--- src/rtl/mdu_iter.sv ---
// mdu_iter: iterative RV32 multiply/divide unit, one bit per clock.
// Shift-add multiply (MUL, MULHU) and restoring divide (DIV, DIVU, REM, REMU).
// Ports: clk, rst_n (async, active-low); in_valid/in_ready, op, a, b on the
// issue side; out_valid/out_ready, result on the return side; busy.
// Optional macro MDU_ZERO_BYPASS_EN: zero-operand cases skip CALC.
module mdu_iter #(
  parameter int XLEN = 32
) (
  input  logic            clk,
  input  logic            rst_n,
  input  logic            in_valid,
  output logic            in_ready,
  input  logic [2:0]      op,
  input  logic [XLEN-1:0] a,
  input  logic [XLEN-1:0] b,
  output logic            out_valid,
  input  logic            out_ready,
  output logic [XLEN-1:0] result,
  output logic            busy
);

  localparam int W = XLEN;

  typedef enum logic [1:0] {
    S_IDLE,
    S_CALC,
    S_DONE
  } state_e;

  state_e         state_q, state_d;
  logic [4:0]     cnt_q, cnt_d;
  logic [2:0]     op_q, op_d;
  logic [W-1:0]   hi_q, hi_d;
  logic [W-1:0]   lo_q, lo_d;
  logic [W-1:0]   dv_q, dv_d;
  logic           qneg_q, qneg_d;
  logic           rneg_q, rneg_d;
  logic [W-1:0]   res_q, res_d;

  // hi/lo double as product accumulator (mul) or
  // partial remainder / shifting dividend-quotient (div).
  // dv holds the multiplicand or the divisor magnitude.
  logic [W:0]     madd;
  logic [W:0]     shl;
  logic [W:0]     dif;
  logic [W-1:0]   hi_n, lo_n;
  logic [W-1:0]   fin;

  always_comb begin
    madd = {1'b0, hi_q} + {1'b0, (lo_q[0] ? dv_q : '0)};
    shl  = {hi_q, lo_q[W-1]};
    dif  = shl - {1'b0, dv_q};
    hi_n = hi_q;
    lo_n = lo_q;
    if (!op_q[2]) begin
      hi_n = madd[W:1];
      lo_n = {madd[0], lo_q[W-1:1]};
    end else if (!dif[W]) begin
      hi_n = dif[W-1:0];
      lo_n = {lo_q[W-2:0], 1'b1};
    end else begin
      hi_n = shl[W-1:0];
      lo_n = {lo_q[W-2:0], 1'b0};
    end
  end

  // Result of the last iteration. A zero divisor
  // leaves the dividend as remainder, so only the
  // quotient needs overriding. The signed overflow
  // case falls out of the magnitude arithmetic.
  always_comb begin
    fin = '0;
    case (op_q)
      3'b000: fin = lo_n;
      3'b001: fin = hi_n;
      3'b100,
      3'b101: begin
        if (dv_q == '0) fin = '1;
        else if (qneg_q) fin = -lo_n;
        else fin = lo_n;
      end
      3'b110,
      3'b111: fin = rneg_q ? -hi_n : hi_n;
      default: fin = '0;
    endcase
  end

  logic         sgn, sa, sb;
  logic [W-1:0] am, bm;
  logic         zc;

  always_comb begin
    sgn = op[2] & ~op[0];
    sa  = sgn & a[W-1];
    sb  = sgn & b[W-1];
    am  = sa ? -a : a;
    bm  = sb ? -b : b;
    zc  = (op[2] && b == '0) ||
          (op[2:1] == 2'b00 && (a == '0 || b == '0));
  end

  always_comb begin
    state_d = state_q;
    cnt_d   = cnt_q;
    op_d    = op_q;
    hi_d    = hi_q;
    lo_d    = lo_q;
    dv_d    = dv_q;
    qneg_d  = qneg_q;
    rneg_d  = rneg_q;
    res_d   = res_q;
    unique case (state_q)
      S_IDLE: begin
        if (in_valid) begin
          op_d    = op;
          cnt_d   = '0;
          hi_d    = '0;
          qneg_d  = sa ^ sb;
          rneg_d  = sa;
          state_d = S_CALC;
          if (op[2]) begin
            lo_d = am;
            dv_d = bm;
          end else begin
            lo_d = b;
            dv_d = a;
          end
`ifdef MDU_ZERO_BYPASS_EN
          if (zc) begin
            state_d = S_DONE;
            if (!op[2]) res_d = '0;
            else if (op[1]) res_d = a;
            else res_d = '1;
          end
`endif
        end
      end
      S_CALC: begin
        cnt_d = cnt_q + 5'd1;
        hi_d  = hi_n;
        lo_d  = lo_n;
        if (cnt_q == 5'd31) begin
          res_d   = fin;
          state_d = S_DONE;
        end
      end
      S_DONE: begin
        if (out_ready) state_d = S_IDLE;
      end
      default: state_d = S_IDLE;
    endcase
  end

`ifndef MDU_ZERO_BYPASS_EN
  logic zc_unused;
  assign zc_unused = zc;
`endif

  always_ff @(posedge clk or negedge rst_n) begin
    if (!rst_n) begin
      state_q <= S_IDLE;
      cnt_q   <= '0;
      op_q    <= '0;
      hi_q    <= '0;
      lo_q    <= '0;
      dv_q    <= '0;
      qneg_q  <= 1'b0;
      rneg_q  <= 1'b0;
      res_q   <= '0;
    end else begin
      state_q <= state_d;
      cnt_q   <= cnt_d;
      op_q    <= op_d;
      hi_q    <= hi_d;
      lo_q    <= lo_d;
      dv_q    <= dv_d;
      qneg_q  <= qneg_d;
      rneg_q  <= rneg_d;
      res_q   <= res_d;
    end
  end

  assign in_ready  = (state_q == S_IDLE);
  assign out_valid = (state_q == S_DONE);
  assign busy      = (state_q != S_IDLE);
  assign result    = res_q;

endmodule

--- config.mk ---
export PLATFORM = sky130hd
export DESIGN_NAME = mdu_iter
export DESIGN_NICKNAME = d
export VERILOG_FILES = /design/src/rtl/mdu_iter.sv
export SDC_FILE = /design/constraint.sdc
export NUM_CORES = 1
export LEC_CHECK = 0
export CORE_MARGIN = 4
export CORE_UTILIZATION = 45
export DETAILED_ROUTE_END_ITERATION = 10
export GPL_TIMING_DRIVEN = 0
export HOLD_SLACK_MARGIN = 0.03
export MAX_ROUTING_LAYER = met4
export PLACE_DENSITY = 0.64
export SLEW_MARGIN = 20
export SYNTH_ARGS = -nofsm -noshare
export SYNTH_HDL_FRONTEND = slang
export SYNTH_SLANG_ARGS = --single-unit
--- constraint.sdc ---
create_clock -name clk -period 5.37 [get_ports clk]
set_input_delay 1.3425 -clock clk [delete_from_list [all_inputs] [get_ports clk]]
set_output_delay 1.3425 -clock clk [all_outputs]
set_load 0.005 [all_outputs]
# [Word-level counts from Yosys, hierarchy flattened]
# Cells that the tools add are included.
[totals] reg_bits=140 inputBits=71 wordCells=66
[op_classes] n_addsub=7 n_eq_ne=11 mux=23 n_bitwise=5 n_reduce_logical=11
[op_table] cell="$mux 32" n=13
[op_table] cell="$neg 32->32" n=4
[op_table] cell="$pmux 32 s2" n=2
[op_table] cell="$pmux 32 s4" n=1
[op_table] cell="$add 32x32->33" n=1
[op_table] cell="$sub 33x32->33" n=1
[op_table] cell="$logic_not 32->1" n=1
[op_table] cell="$eq 3x3->1 const B" n=4
[op_table] cell="$pmux 5 s2" n=1
[op_table] cell="$mux 2" n=3
[op_table] cell="$pmux 2 s3" n=1
[op_table] cell="$reduce_and 2->1" n=3
[op_table] cell="$add 5x1->5 const B" n=1
[op_table] cell="$eq 5x5->1 const B" n=1
[op_table] cell="$mux 5" n=1
[op_table] cell="$ne 2x2->1 const B" n=2
[op_table] cell="$reduce_bool 2->1" n=2
[op_table] cell="$reduce_or 2->1" n=2
[op_table] cell="$and 1x1->1" n=3
[op_table] cell="$eq 3x1->1 const B" n=1
[op_table] cell="$logic_not 3->1" n=1
[op_table] cell="$reduce_and 3->1" n=1
[op_table] cell="$eq 2x1->1 const B" n=1
[op_table] cell="$eq 2x2->1 const B" n=1
[op_table] cell="5 further kinds" n=5

# [Logic depth before layout (Yosys ltp)]
# Gate-level depths: netlist (run 1).
[depth] word_depth=7 ltp_mapped=24 mapped_depth_nobuf=23

# [Worst setup path before layout (run 1)]
# No wires, ideal clock.
[synth_path] path_kind="reg-to-reg" startpoint="register lo_q[31]" endpoint="register res_q[30], in the netlist result[30]" setup_time_ns=0.126 t_arrival_ns=5.308 setup_slack_ns=-0.064 path_stages_with_launch=25 n_path_buf=1 period_less_slack_ns=5.434 path_cell_list="dfrtp_1 -> inv_1 -> ha_1 -> fa_1 -> nand2b_1 -> a21oi_1 -> o21a_2 -> o311ai_2 -> a21oi_2 -> buf_6 -> nor3_1 -> a21oi_1 -> ha_1 -> nor3b_1 -> o211ai_1 -> or4_1 -> or2_2 -> nand2b_1 -> o41ai_1 -> xnor2_1 -> a21oi_1 -> a31oi_1 -> a2bb2oi_1 -> nor2b_1 -> a221o_1"
[synth_between] elab_chain_len=7
[synth_rtl] element="start: declaration" line_no="34" text="logic [W-1:0] lo_q, lo_d;"
[synth_rtl] element="start signal: assignment" line_no="175" text="lo_q <= lo_d;"
[synth_rtl] element="$sub 33x32->33" line_no="52" text="dif = shl - {1'b0, dv_q};"
[synth_rtl] element="$mux 1" line_no="58" text="end else if (!dif[W]) begin"
[synth_rtl] element="$mux 32" line_no="55" text="if (!op_q[2]) begin"
[synth_rtl] element="$neg 32->32" line_no="79" text="else if (qneg_q) fin = -lo_n;"
[synth_rtl] element="$mux 32" line_no="79"
[synth_rtl] element="$mux 32" line_no="78" text="if (dv_q == '0) fin = '1;"
[synth_rtl] element="$pmux 32 s4 *" line_no="73" text="case (op_q)"
[synth_rtl] element="end signal: assignment" line_no="179" text="res_q <= res_d;"
[synth_rtl] element="end: declaration" line_no="38" text="logic [W-1:0] res_q, res_d;"
# Every way passes the cells marked *; elsewhere a longest branch is shown, timed or not.
# A chain may end at the register's enable or synchronous reset.

# [Final worst setup path (run 1)]
[layout_path] startpoint="register dv_q[0]" endpoint="register res_q[30], in the netlist result[30]"
[layout_between] elab_chain_len=7
[layout_rtl] element="start: declaration" line_no="35" text="logic [W-1:0] dv_q, dv_d;"
[layout_rtl] element="start signal: assignment" line_no="176" text="dv_q <= dv_d;"
[layout_rtl] element="$sub 33x32->33" line_no="52"
[layout_rtl] element="$mux 1" line_no="58"
[layout_rtl] element="$mux 32" line_no="55"
[layout_rtl] element="$neg 32->32" line_no="79"
[layout_rtl] element="$mux 32" line_no="79"
[layout_rtl] element="$mux 32" line_no="78"
[layout_rtl] element="$pmux 32 s4 *" line_no="73"
# Marks and branches as above.

==> impl_metrics.json, run 1 <==
{
  "status": "finished with violations",
  "violations": "setup timing",
  "path_cells": "ha_4 > fa_2 > nand2b_4 > a21oi_4 > o21a_4 > o311ai_4 > a21oi_4 > buf_6 > nor3_4 > a21oi_2 > ha_2 > nor3b_4 > o211ai_1 > or4_4 > or2_4 > nand2b_4 > o41ai_4 > xnor2_2 > a21oi_2 > a31oi_1 > a2bb2oi_2 > nor2b_1 > a221o_1",
  "place.gp.congestion": 1.054,
  "dpl_cell_area_um2": 17040,
  "synth_edf_count": 0,
  "antenna_found_initial": 1,
  "clock_sinks": 140,
  "ys_ff_latch": 140,
  "initial_utilization": 0.4578,
  "hold_viol_final": 0,
  "fin_crit_ps": 5388,
  "grt_max_degree": 86,
  "port_buffers": 105,
  "synthSimpleGateAreaFrac": 0.2252,
  "layout-drive-gt1-share": 0.1180,
  "synth_warnings": 0,
  "dr.pass1.iters": 6,
  "route.detailed.drc": 0,
  "grt_pass1_vias": 17080,
  "whs_ps": 478.6,
  "rows": 67,
  "synthAdderAreaFrac": 0.05951,
  "routed_wirelength_mm": 75.14,
  "dp.cells": 2629,
  "fin_area_um2": 18470,
  "synthCells": 2075,
  "final_antenna_net_count": 0,
  "cts_made_buffers": 17,
  "die_h_um": 192.9,
  "cap_violations": 0,
  "htreeDepth": 4,
  "cp_data_arrival_time_ps": 5720,
  "coreArea_um2": 33620,
  "finalSetupViolCount": 1,
  "hp-class": "flop to flop",
  "cts_root_buf": "clkbuf_16",
  "layout_common_cells": "nand2_1, o21ai_0, a21oi_1",
  "dr.first_iter.drc_count": 2225,
  "vias": 18180,
  "synth_area_um2": 15390,
  "dpl.hpwl_mm": 58.90,
  "synth_xor_area_frac": 0.07455,
  "io-pin-count": 106,
  "yosysSeqAreaShare": 0.2276,
  "syn_nets": 2218,
  "fmax_mhz": 185.6,
  "synth.avg_cell_area_um2": 7.417,
  "synth_top_family_by_area": "compound AO/OA/AOI/OAI gates",
  "tns_ps": -18.14,
  "clock_latency_ps": 460,
  "synth_flop_cell": "dfrtp_1",
  "worst_slew_margin_rel": 0.1370,
  "worst_slew_pin_slew_ps": 1278,
  "track_usage": 0.4093,
  "crit_path_max_fanout": 5,
  "maxSlewViolCount": 0,
  "fp.dieW_um": 192.9,
  "cp-start-kind": "flop",
  "end_kind": "flop",
  "avgRoutedWirePerCell_um": 27.88,
  "hold_buffers": 0,
  "die_area_um2": 37220,
  "clk_pin_slew_ps": 70,
  "avgViaCountPerCell": 6.745,
  "worst_slack_ps": -18.14,
  "layout_commonest_cell": "nand2_1",
  "instances_no_fill": 2695,
  "worst-path-buf-inv": 1,
  "worstPathRequired_ps": 5700,
  "syn_to_final_growth_pct": 20.01,
  "critPathKind": "flop to flop",
  "synth_compound_area_frac": 0.3234,
  "async_flop_share": 1.000,
  "cp_top_family": "compound AO/OA/AOI/OAI gates",
  "slowest_stage": "dfrtp_2",
  "rsz0062_at_grt": "true",
  "fin_crit_sh": 1.003,
  "grt_pass1_wl_mm": 110.3,
  "muxShareOfSynthArea": 0.03472,
  "clock_skew_ps": 15.45,
  "yosysUniqueCellTypes": 103,
  "overflow": 0,
  "crit_path_max_incr_delay_ps": 490,
  "cts_tree": "built",
  "nets": 2376,
  "cts_max_path_buffers": 2
}
==> worst register-to-register path, cell delays in order (launching register included) <==
cell and delay, ps:
dfrtp_2 490, ha_4 220, fa_2 370, nand2b_4 180, a21oi_4 210, o21a_4 210, o311ai_4 160, a21oi_4 220
buf_6 140, nor3_4 70, a21oi_2 180, ha_2 220, nor3b_4 190, o211ai_1 170, or4_4 480, or2_4 280
nand2b_4 180, o41ai_4 280, xnor2_2 200, a21oi_2 100, a31oi_1 210, a2bb2oi_2 180, nor2b_1 60, a221o_1 260
==> cell type report <==
type / instances / area (um2)
Clock inverter: 15 / 131.4
Fill cell: 3283 / 15150
Buffer: 133 / 605.6
Sequential cell: 140 / 3532
Multi-Input combinational cell: 1725 / 11580
Clock buffer: 17 / 425.4
Tap cell: 448 / 560.5
Inverter: 74 / 277.8
Timing Repair Buffer: 142 / 1354
Antenna cell: 1 / 2.502
==> cells by family after synthesis <==
group	after synthesis
xor+xnor	131
flops	140
mux	51
compound gates	765
simple gates	706
fa+ha+maj	72
buf+inv	210
==> per-stage QoR <==
step                setup WS, ps  utilization
global placement           -2943       0.5059
CTS                        12.97       0.5389
global route              -258.8       0.5494
floorplan                  36.88            -
detailed placement         -1842       0.5069
finish                    -18.14       0.5494
==> layer usage <==
layer	wire length (um)	vias up	global-route usage
li1	-	8043	-
met1	30220	8771	0.5286
met2	31570	1118	0.5838
met3	8217	247	0.1012
met4	5129	0	0.2339
met5	0	-	-
==> synthesized netlist by cell type (16+ instances only) <==
cell,n,area share
xnor2_1,72,0.041
nor2_1,108,0.026
mux2i_1,32,0.021
mux2_2,19,0.014
a21o_1,26,0.013
o211ai_1,50,0.024
nand3_1,83,0.027
o221ai_1,29,0.017
dfrtp_1,140,0.23
nand4_1,21,0.0085
nor4_1,22,0.0089
or3_1,36,0.015
a31oi_1,32,0.013
a211oi_1,22,0.011
nor3_1,48,0.016
ha_1,70,0.057
o21ai_0,253,0.082
buf_2,18,0.0059
a21oi_1,161,0.052
xor2_1,59,0.034
nor2b_1,16,0.0065
inv_1,73,0.018
and2_1,42,0.017
nand2_1,259,0.063
o31ai_1,23,0.011
a22oi_1,17,0.0083
clkbuf_1,97,0.024
==> state kept, by name (all words and copies together), names as in the netlist <==
register  flops
dv_q         32
cnt_q         5
lo_q         32
result       32
state_q       2
qneg_q        1
op_q          3
hi_q         32
rneg_q        1
==> worst paths after layout <==
check / startpoint / to / slack [ps] / cells after the start
max: dv_q[0] / result[30] / -20 / 23
min: result[11] / result[11] / 480 / 1
max reg2reg: dv_q[0] / result[30] / -20 / 23
min reg2reg: result[11] / result[11] / 480 / 1
max in group asynchronous: rst_n / dv_q[3] / 3720 / 2
min in group asynchronous: rst_n / result[25] / 800 / 1
==> repair_timing <==
| item | 4_1_cts | 5_1_grt |
|---|---|---|
| endpoints found under the setup margin | 26 | 15 |
| gates resized for setup | 86 | 63 |
| buffers inserted | 22 | 14 |
| gates cloned | 0 | 0 |
| pin swaps | 18 | 12 |
Power of run 1 is not shown: default switching activity piles up to over one toggle a cycle in this logic, so the estimate is an artifact.
==> run 2, diff against run 1 <==
- ABC_CLOCK_PERIOD_IN_PS: not set -> 5370
- CTS_CLUSTER_DIAMETER: not set -> 120
==> results of run 2 <==
No change in the layout: final DEF, timing and power equal those of run 1.
Power of run 2 is left out for the same reason.
